===== src/rtl/risc_16bit_pkg.sv =====
// Shared encodings for the 16-bit RISC control unit and its datapath.
// Latency: n/a (constants and types only).
// Backpressure: n/a.
package risc_16bit_pkg;

  // Opcodes held in IR[15:12]
  localparam logic [3:0] OP_LOAD  = 4'h0;
  localparam logic [3:0] OP_STORE = 4'h1;
  localparam logic [3:0] OP_ADD   = 4'h2;
  localparam logic [3:0] OP_LDC   = 4'h3;
  localparam logic [3:0] OP_SUB   = 4'h4;
  localparam logic [3:0] OP_JMPZ  = 4'h5;
  localparam logic [3:0] OP_HALT  = 4'hF;

  // Register-file write-mux select {s1,s0}
  localparam logic [1:0] RF_SEL_ALU   = 2'b00;
  localparam logic [1:0] RF_SEL_MEM   = 2'b01;
  localparam logic [1:0] RF_SEL_CONST = 2'b10;

  // ALU operation select
  localparam logic [2:0] ALU_PASS = 3'b000;
  localparam logic [2:0] ALU_ADD  = 3'b001;
  localparam logic [2:0] ALU_SUB  = 3'b010;

  // Control FSM states
  typedef enum logic [3:0] {
    ST_INIT,
    ST_FETCH,
    ST_DECODE,
    ST_LOAD,
    ST_STORE,
    ST_ADD,
    ST_LDC,
    ST_SUB,
    ST_JMPZ,
    ST_JMPZ_TAKE,
    ST_HALT
  } state_t;

endpackage


===== src/rtl/risc_16bit_pc.sv =====
// Program counter: clear to RESET_PC, increment, or add a signed 8-bit offset.
// Latency: new PC visible one cycle after the control strobe.
// Backpressure: none; the PC holds whenever no control strobe is asserted.
module risc_16bit_pc #(
  parameter int             W        = 16,
  parameter logic [W-1:0]   RESET_PC = '0
) (
  input  logic         clk,
  input  logic         rst,
  input  logic         i_clr,
  input  logic         i_inc,
  input  logic         i_ld_off,
  input  logic [7:0]   i_off,
  output logic [W-1:0] o_pc
);

  localparam logic [W-1:0] ONE = W'(1);

  logic [W-1:0] r_pc;
  logic [W-1:0] w_off_sext;

  assign w_off_sext = {{(W-8){i_off[7]}}, i_off};

  // The offset is relative to the jump's own address; PC has already been bumped past it, hence -1.
  always_ff @(posedge clk) begin
    if (rst || i_clr) begin
      r_pc <= RESET_PC;
    end else if (i_inc) begin
      r_pc <= r_pc + ONE;
    end else if (i_ld_off) begin
      r_pc <= r_pc + w_off_sext - ONE;
    end
  end

  assign o_pc = r_pc;

endmodule


===== src/rtl/risc_16bit_control_unit.sv =====
// Multi-cycle control unit: fetch, decode and drive datapath controls; HALT op enabled by HALT_INSTR_EN.
// Latency: 3 cycles per instruction (2 for NOP, 4 for a taken jump); one instruction in flight.
// Backpressure: none; instruction ROM and register file are assumed to answer in the same cycle.
module risc_16bit_control_unit
  import risc_16bit_pkg::*;
#(
  parameter int           W        = 16,
  parameter int           DA_W     = 8,
  parameter logic [W-1:0] RESET_PC = '0
) (
  input  logic            clk,
  input  logic            rst,
  input  logic [W-1:0]    I_data,
  input  logic            RF_Rp_zero,
  output logic [W-1:0]    I_addr,
  output logic            I_rd,
  output logic [DA_W-1:0] D_addr,
  output logic            D_rd,
  output logic            D_wr,
  output logic [7:0]      RF_W_data,
  output logic            RF_s1,
  output logic            RF_s0,
  output logic [3:0]      RF_W_addr,
  output logic            RF_W_wr,
  output logic [3:0]      RF_Rp_addr,
  output logic            RF_Rp_rd,
  output logic [3:0]      RF_Rq_addr,
  output logic            RF_Rq_rd,
  output logic [2:0]      alu_s,
  output logic            halted
);

  state_t       r_state;
  state_t       w_next;
  logic [W-1:0] r_ir;
  logic [W-1:0] w_pc;
  logic [3:0]   w_op;
  logic [3:0]   w_ra;
  logic [3:0]   w_rb;
  logic [3:0]   w_rc;
  logic [1:0]   w_rf_sel;
  logic         w_pc_clr;
  logic         w_pc_inc;
  logic         w_pc_ld;

  assign w_op = r_ir[W-1 -: 4];
  assign w_ra = r_ir[11:8];
  assign w_rb = r_ir[7:4];
  assign w_rc = r_ir[3:0];

  risc_16bit_pc #(
    .W        (W),
    .RESET_PC (RESET_PC)
  ) u_pc (
    .clk      (clk),
    .rst      (rst),
    .i_clr    (w_pc_clr),
    .i_inc    (w_pc_inc),
    .i_ld_off (w_pc_ld),
    .i_off    (r_ir[7:0]),
    .o_pc     (w_pc)
  );

  assign I_addr = w_pc;
  assign {RF_s1, RF_s0} = w_rf_sel;

  // State register and IR; IR only changes in INIT (clear) and FETCH (load).
  always_ff @(posedge clk) begin
    if (rst) begin
      r_state <= ST_INIT;
      r_ir    <= '0;
    end else begin
      r_state <= w_next;
      if (r_state == ST_INIT) begin
        r_ir <= '0;
      end else if (r_state == ST_FETCH) begin
        r_ir <= I_data;
      end
    end
  end

  // Next-state and per-state control decode; everything idles at zero unless the state claims it.
  always_comb begin
    w_next     = r_state;
    w_pc_clr   = 1'b0;
    w_pc_inc   = 1'b0;
    w_pc_ld    = 1'b0;
    w_rf_sel   = RF_SEL_ALU;
    I_rd       = 1'b0;
    D_addr     = '0;
    D_rd       = 1'b0;
    D_wr       = 1'b0;
    RF_W_data  = '0;
    RF_W_addr  = '0;
    RF_W_wr    = 1'b0;
    RF_Rp_addr = '0;
    RF_Rp_rd   = 1'b0;
    RF_Rq_addr = '0;
    RF_Rq_rd   = 1'b0;
    alu_s      = ALU_PASS;
    case (r_state)
      ST_INIT: begin
        w_pc_clr = 1'b1;
        w_next   = ST_FETCH;
      end
      ST_FETCH: begin
        I_rd     = 1'b1;
        w_pc_inc = 1'b1;
        w_next   = ST_DECODE;
      end
      ST_DECODE: begin
        case (w_op)
          OP_LOAD:  w_next = ST_LOAD;
          OP_STORE: w_next = ST_STORE;
          OP_ADD:   w_next = ST_ADD;
          OP_LDC:   w_next = ST_LDC;
          OP_SUB:   w_next = ST_SUB;
          OP_JMPZ:  w_next = ST_JMPZ;
`ifdef HALT_INSTR_EN
          OP_HALT:  w_next = ST_HALT;
`else
          OP_HALT:  w_next = ST_FETCH;
`endif
          default:  w_next = ST_FETCH;
        endcase
      end
      ST_LOAD: begin
        D_addr    = r_ir[DA_W-1:0];
        D_rd      = 1'b1;
        w_rf_sel  = RF_SEL_MEM;
        RF_W_addr = w_ra;
        RF_W_wr   = 1'b1;
        w_next    = ST_FETCH;
      end
      ST_STORE: begin
        D_addr     = r_ir[DA_W-1:0];
        D_wr       = 1'b1;
        RF_Rp_addr = w_ra;
        RF_Rp_rd   = 1'b1;
        w_next     = ST_FETCH;
      end
      ST_ADD, ST_SUB: begin
        RF_Rp_addr = w_rb;
        RF_Rp_rd   = 1'b1;
        RF_Rq_addr = w_rc;
        RF_Rq_rd   = 1'b1;
        alu_s      = (r_state == ST_ADD) ? ALU_ADD : ALU_SUB;
        w_rf_sel   = RF_SEL_ALU;
        RF_W_addr  = w_ra;
        RF_W_wr    = 1'b1;
        w_next     = ST_FETCH;
      end
      ST_LDC: begin
        RF_W_data = r_ir[7:0];
        w_rf_sel  = RF_SEL_CONST;
        RF_W_addr = w_ra;
        RF_W_wr   = 1'b1;
        w_next    = ST_FETCH;
      end
      ST_JMPZ: begin
        RF_Rp_addr = w_ra;
        RF_Rp_rd   = 1'b1;
        w_next     = RF_Rp_zero ? ST_JMPZ_TAKE : ST_FETCH;
      end
      ST_JMPZ_TAKE: begin
        w_pc_ld = 1'b1;
        w_next  = ST_FETCH;
      end
`ifdef HALT_INSTR_EN
      ST_HALT: begin
        w_next = ST_HALT;
      end
`endif
      default: begin
        w_next = ST_INIT;
      end
    endcase
  end

`ifdef HALT_INSTR_EN
  assign halted = (r_state == ST_HALT);
`else
  assign halted = 1'b0;
`endif

endmodule

===== config.mk =====
export PLATFORM = sky130hd
export DESIGN_NAME = risc_16bit_control_unit
export DESIGN_NICKNAME = d
export VERILOG_FILES = /design/src/rtl/risc_16bit_pkg.sv /design/src/rtl/risc_16bit_pc.sv /design/src/rtl/risc_16bit_control_unit.sv
export SDC_FILE = /design/constraint.sdc
export NUM_CORES = 1
export LEC_CHECK = 0
export BUFFER_PORTS_ARGS = -buffer_cell sky130_fd_sc_hd__buf_2
export CAP_MARGIN = 0
export CORE_ASPECT_RATIO = 0.7
export CORE_MARGIN = 5
export CORE_UTILIZATION = 45
export CTS_CLUSTER_DIAMETER = 80
export CTS_CLUSTER_SIZE = 14
export DETAILED_ROUTE_END_ITERATION = 12
export PLACE_DENSITY = 0.69
export SYNTH_ARGS = -nofsm -noshare
export SYNTH_HDL_FRONTEND = slang
export SYNTH_SLANG_ARGS = --single-unit
export TNS_END_PERCENT = 1

===== constraint.sdc =====
create_clock -name clk -period 5.1 [get_ports clk]
set_clock_uncertainty 0.05 [all_clocks]
set_input_delay 0.765 -clock clk [delete_from_list [all_inputs] [get_ports clk]]
set_output_delay 0.765 -clock clk [all_outputs]
set_load 0.05 [all_outputs]

## Word level (Yosys, flattened, before mapping)

Cells that the tools add are included.

| storage, ports and cells | value |
|---|---|
| register bits | 36 |
| input port bits | 19 |
| output and inout port bits | 56 |
| logic and storage cells | 52 |

| cells by class | value |
|---|---|
| add/sub/neg operators | 3 |
| equal/unequal tests | 14 |
| mux-type cells | 21 |
| reductions and logical operators | 11 |

Operator list:

| cell | number |
|---|---|
| 16-bit 2-to-1 mux | 2 |
| 4-bit by 3-bit equality test with 1-bit output, second input constant | 6 |
| 4-bit case mux with 6 select lines | 1 |
| 16-bit by 1-bit adder with 16-bit output, second input constant | 1 |
| 16-bit adder | 1 |
| 4-bit by 2-bit equality test with 1-bit output, second input constant | 4 |
| 8-bit 2-to-1 mux | 2 |
| 4-bit case mux with 4 select lines | 1 |
| 16-bit by 1-bit subtractor with 16-bit output, second input constant | 1 |
| 4-bit 2-to-1 mux | 3 |
| 4-bit by 1-bit equality test with 1-bit output, second input constant | 2 |
| 4-bit equality test, second input constant | 2 |
| 4-bit zero test | 2 |
| 1-bit 2-to-1 mux | 8 |
| 4-bit case mux with 2 select lines | 1 |
| 2-bit OR reduction | 4 |
| 4-bit OR reduction | 2 |
| 7-bit OR reduction | 1 |
| 2-bit 2-to-1 mux | 2 |
| 2-bit case mux with 2 select lines | 1 |
| 2-bit nonzero test | 1 |
| 1-bit logical OR | 1 |

## Depth between registers and ports, before layout

| logic depth | value |
|---|---|
| depth in word-level cells | 4 |
| mapped depth | 12 |
| depth with buffers taken out | 12 |

## By module

From an unflattened synthesis, not the netlist that was laid out.

| second synthesis, totals | value |
|---|---|
| cells, all modules | 422 |
| area total of the unflattened synthesis | 3045.4 µm² |

Modules (own cells, without submodules):

| module | times used | cells an instance | area an instance (µm²) | sequential area each (µm²) |
|---|---|---|---|---|
| risc_16bit_pc | 1 | 272 | 1896.8 | 320.3 |
| risc_16bit_control_unit | 1 | 150 | 1148.6 | 400.4 |

## Worst setup path after synthesis

OpenSTA, ideal clock, no wires.

| path | value |
|---|---|
| path kind | register to output |
| from | register r_state[0] |
| to | output port RF_W_addr[0] |
| arrival | 2.132 ns |
| data required time | 4.285 ns |
| path slack | 2.153 ns |
| cell stages (with the launch flop) | 5 |
| buffers on the path | 1 |
| path through | dfxtp_1 clkbuf_1 o21ai_0 a21oi_1 and2_1 |

| on the way | value |
|---|---|
| longest elaborated chain between the ends | 3 |
| elaborated cells on any way between the ends | 6 |
| those cells by class | eq/ne (4); mux (1); reduce/logical (1) |

Ends and longest elaborated chain:

| item | line | source |
|---|---|---|
| from (decl) | risc_16bit_control_unit.sv:33 | `state_t r_state;` |
| from (signal assigned) | risc_16bit_control_unit.sv:73 | `r_state <= w_next;` |
| 4-bit by 3-bit equality test with 1-bit output / 4-bit by 2-bit equality test with 1-bit output (equally long branches) | risc_16bit_control_unit.sv:101 | `case (r_state)` |
| 4-bit OR reduction (no line) * | n/a |  |
| 4-bit 2-to-1 mux * | risc_16bit_control_unit.sv:101 |  |
| to (decl) | risc_16bit_control_unit.sv:23 | `output logic [3:0] RF_W_addr,` |

Every way passes the cells marked *; elsewhere a longest branch is shown, timed or not.

## Worst setup path after layout

| path | value |
|---|---|
| from | register r_state[3] |
| to | output port D_addr[6] |

| on the way | value |
|---|---|
| longest elaborated chain between the ends | 3 |
| elaborated cells on any way between the ends | 4 |
| those cells by class | eq/ne (2); mux (1); reduce/logical (1) |

Ends and longest elaborated chain:

| item | line | source |
|---|---|---|
| 4-bit by 3-bit equality test with 1-bit output / 4-bit by 2-bit equality test with 1-bit output (equally long branches) | risc_16bit_control_unit.sv:101 |  |
| 2-bit OR reduction (no line) * | n/a |  |
| 8-bit 2-to-1 mux * | risc_16bit_control_unit.sv:101 |  |
| to (decl) | risc_16bit_control_unit.sv:17 | `output logic [DA_W-1:0] D_addr,` |

Marked as above.

==> qor.csv <==
stage,metric,value,unit
critical_path,Worst Path Arrival,2.42,ns
clock_tree,Clock Pin Slew Worst Setup and Hold Paths,0.08,ns
cells_and_area,layout cell share with drive strength beyond 1,0.171,
logic_synthesis,post-synth design cell area,0.00309,sq mm
critical_path,Worst setup SP type,flop,
die,I/O pins,75,
logic_synthesis,Synth area leader,dfxtp_1,
timing,fin. max-slew vios,0,
placement,Final HPWL DP,6780,um
power,worst-case vdd ir drop,113,uV
timing,min Tclk post-route,3.24,ns
grt,Overall Global Routing Usage,0.220,
logic_synthesis,share of the yosys chip area belonging to registers,0.233,
die,Die H,79.4,um
critical_path,Reg2Reg Setup Slack,2.17,ns
grt,first-pass GRT wire length,15200,um
logic_synthesis,Seq cells post-synth,36,
critical_path,WS Path Type,reg -> out,
critical_path,Critical Path Fanout Max,20,
logic_synthesis,Post-synth ARST share,0,
routing,Final ANT Viol Nets,0,
clock_tree,CTS resizes,0,
grt,initial antenna violation count,0,
timing,post-route worst setup slack,1.86,ns
power,PwrDens,303,mW/mm^2
timing,Final Cycle Share,0.635,
routing,routed vias,3348,
critical_path,Crit. End Element,primary output,
routing,Routed WL per cell,15.3,um
timing,WHS,0.414,ns
critical_path,worst reg-to-reg path cell count,12,
routing,Post-Route WL,9210,um
grt,largest net degree at the start of global routing,33,
die,core area,0.00673,sq mm
grt,vias in the first global route,3085,
critical_path,Worst R2R End,u_pc.o_pc[13]$_SDFFE_PP0P_,
power,LEAKAGE,0.00168,uW
routing,Iter 0 DRT Violations,215,
cells_and_area,# diodes,0,
placement,port buffer count,72,
logic_synthesis,Synth area leaders,"dfxtp_1 23%, ha_1 12%, a21oi_1 7.6%, nand2_1 7.0%, inv_1 6.8%",
logic_synthesis,"count leader, synth",nand2_1,
cells_and_area,Layout area overhead,15.4,%
placement,DP Worst Slack,2.19,ns
timing,Max Freq,0.309,GHz
logic_synthesis,"Avg Cell Area, Syn",6.87,sq um
clock_tree,Num CTS Buffers,5,
critical_path,Reg-to-Reg Start,u_pc.o_pc[1]$_SDFFE_PP0P_,
timing,Worst Max-Slew Pin Slew,1.03,ns
placement,Routability Congestion,0.868,
logic_synthesis,Syn Inst Count,450,
cells_and_area,number of nets in the layout,558,
routing,DRC,0,
timing,"Hold Vio Cnt, Final",0,
clock_tree,"Clk Latency, worst-skew pair",0.30,ns
timing,final number of setup-violating endpoints,0,
flow_run,Max-cap violations,0,
critical_path,WP data required,4.28,ns
timing,Final TNS setup,0,ns
clock_tree,Sink Count,36,
logic_synthesis,list of most frequent post-synthesis cells,"58 x nand2_1, 56 x inv_1, 47 x a21oi_1, 40 x nor2_1, 36 x dfxtp_1",
die,initial core utilization,0.460,
grt,grt ovf,0,
clock_tree,TritonCTS clock tree,built,
logic_synthesis,post-synth top area share,0.233,
clock_tree,postcts setup bufs,0,
logic_synthesis,Synth cell types,57,
logic_synthesis,number of synthesized flops with an enable pin,0,
routing,drt via density,5.56,
die,FP Rows,25,
clock_tree,Longest Clk Path Bufs,2,
min_path,Hold WC Path Type,reg -> reg,
critical_path,Critical Path Source,r_state[3]$_SDFF_PP0_,
critical_path,Worst Setup EP,D_addr[6],
clock_tree,Root Driver,clkbuf_8,
clock_tree,CTS H-tree depth,2,
timing,RSZ-0062 raised after global routing,no,
clock_tree,hold buffers post-CTS,0,
run_status,run status,"complete, no violations",
timing,max_slew headroom,0.316,
logic_synthesis,top_reg_cell synth,dfxtp_1,
routing,first-pass iteration count of the detailed router,5,
die,die area,0.00866,sq mm
logic_synthesis,Synth Warn #,0,
die,die width,109,um
-- routing by layer --
layer / part of all wire / GRT usage
met1: 0.47 / 0.322
met2: 0.44 / 0.331
met3: 0.080 / 0.0528
met4: 0.0052 / 0.0340
met5: 0 / 0
-- power breakdown --
group	switching, uW	internal (uW)	total [uW]
Combinational	333	185	519
Clock	111	121	232
Sequential	30.1	301	331
-- flip-flops by register name (all words and copies together) (netlist names) --
register / count
r_ir: 16
u_pc.o_pc: 16
r_state: 4
-- cell families after synthesis --
kind of cell | count (synthesis) | share of synthesized area
mux | 1 | 0.00324
xor+xnor | 9 | 0.0255
other cells | 1 | 0.00121
buf+inv | 80 | 0.106
flops | 36 | 0.233
fa+ha+maj | 31 | 0.128
compound gates | 118 | 0.225
simple gates | 174 | 0.278
-- through the flow --
stage                     std cells  cell area (sq um)  utilization  power [uW]
after CTS                       602               3570        0.531        1080
after floorplan                 451               3100            -         728
after global routing            602               3570        0.531        1160
after detailed placement        595               3470        0.516         843
after global placement          595               3470        0.516         835
final                           602               3570        0.531        1080
-- worst max-delay path, stage by stage (launching register included) --
cell and delay [ns]:
dfxtp_1 0.79, nor2b_1 0.22, and2_1 0.24, nor2_1 0.53, nor2_1 0.10, buf_2 0.24
-- cells in the final DEF (no fill, tap or decap), drive strengths merged, types with 2 or more instances in the layout --
cell type	count
buf	74
nand2	59
inv	56
a21oi	48
nor2	41
dfxtp	36
o21ai	31
ha	30
and2	15
nor3	11
nand3	11
a31oi	8
xnor2	8
clkbuf	7
and3	6
nand4	6
or3	5
a21o	4
and4	4
nand2b	3
o211ai	3
a22oi	3
o21bai	3
nor2b	2
and3b	2
o21a	2
a211oi	2
nor4	2
a211o	2
a221oi	2
o31ai	2
conb	2
-- final cells by class --
cell class                      count  area [sq um]
Clock buffer                        7          96.3
Sequential cell                    36           721
Fill cell                         698          3160
Multi-Input combinational cell    335          2050
Timing Repair Buffer               74           375
Inverter                           56           210
Tap cell                           94           118
-- worst min-delay path by stage --
stage,startpoint,to,slack (ns),depth (start not counted)
2_1_floorplan,r_ir[15]$_SDFFE_PP0P_,r_ir[15]$_SDFFE_PP0P_,0.39,2
3_3_place_gp,r_ir[15]$_SDFFE_PP0P_,r_ir[15]$_SDFFE_PP0P_,0.40,2
3_5_place_dp,r_ir[15]$_SDFFE_PP0P_,r_ir[15]$_SDFFE_PP0P_,0.40,2
4_1_cts,r_ir[15]$_SDFFE_PP0P_,r_ir[15]$_SDFFE_PP0P_,0.42,2
5_1_grt,r_ir[8]$_SDFFE_PP0P_,r_ir[8]$_SDFFE_PP0P_,0.44,2
6_report,r_ir[15]$_SDFFE_PP0P_,r_ir[15]$_SDFFE_PP0P_,0.41,2
No activity file was read; power rests on OpenSTA's default activity.
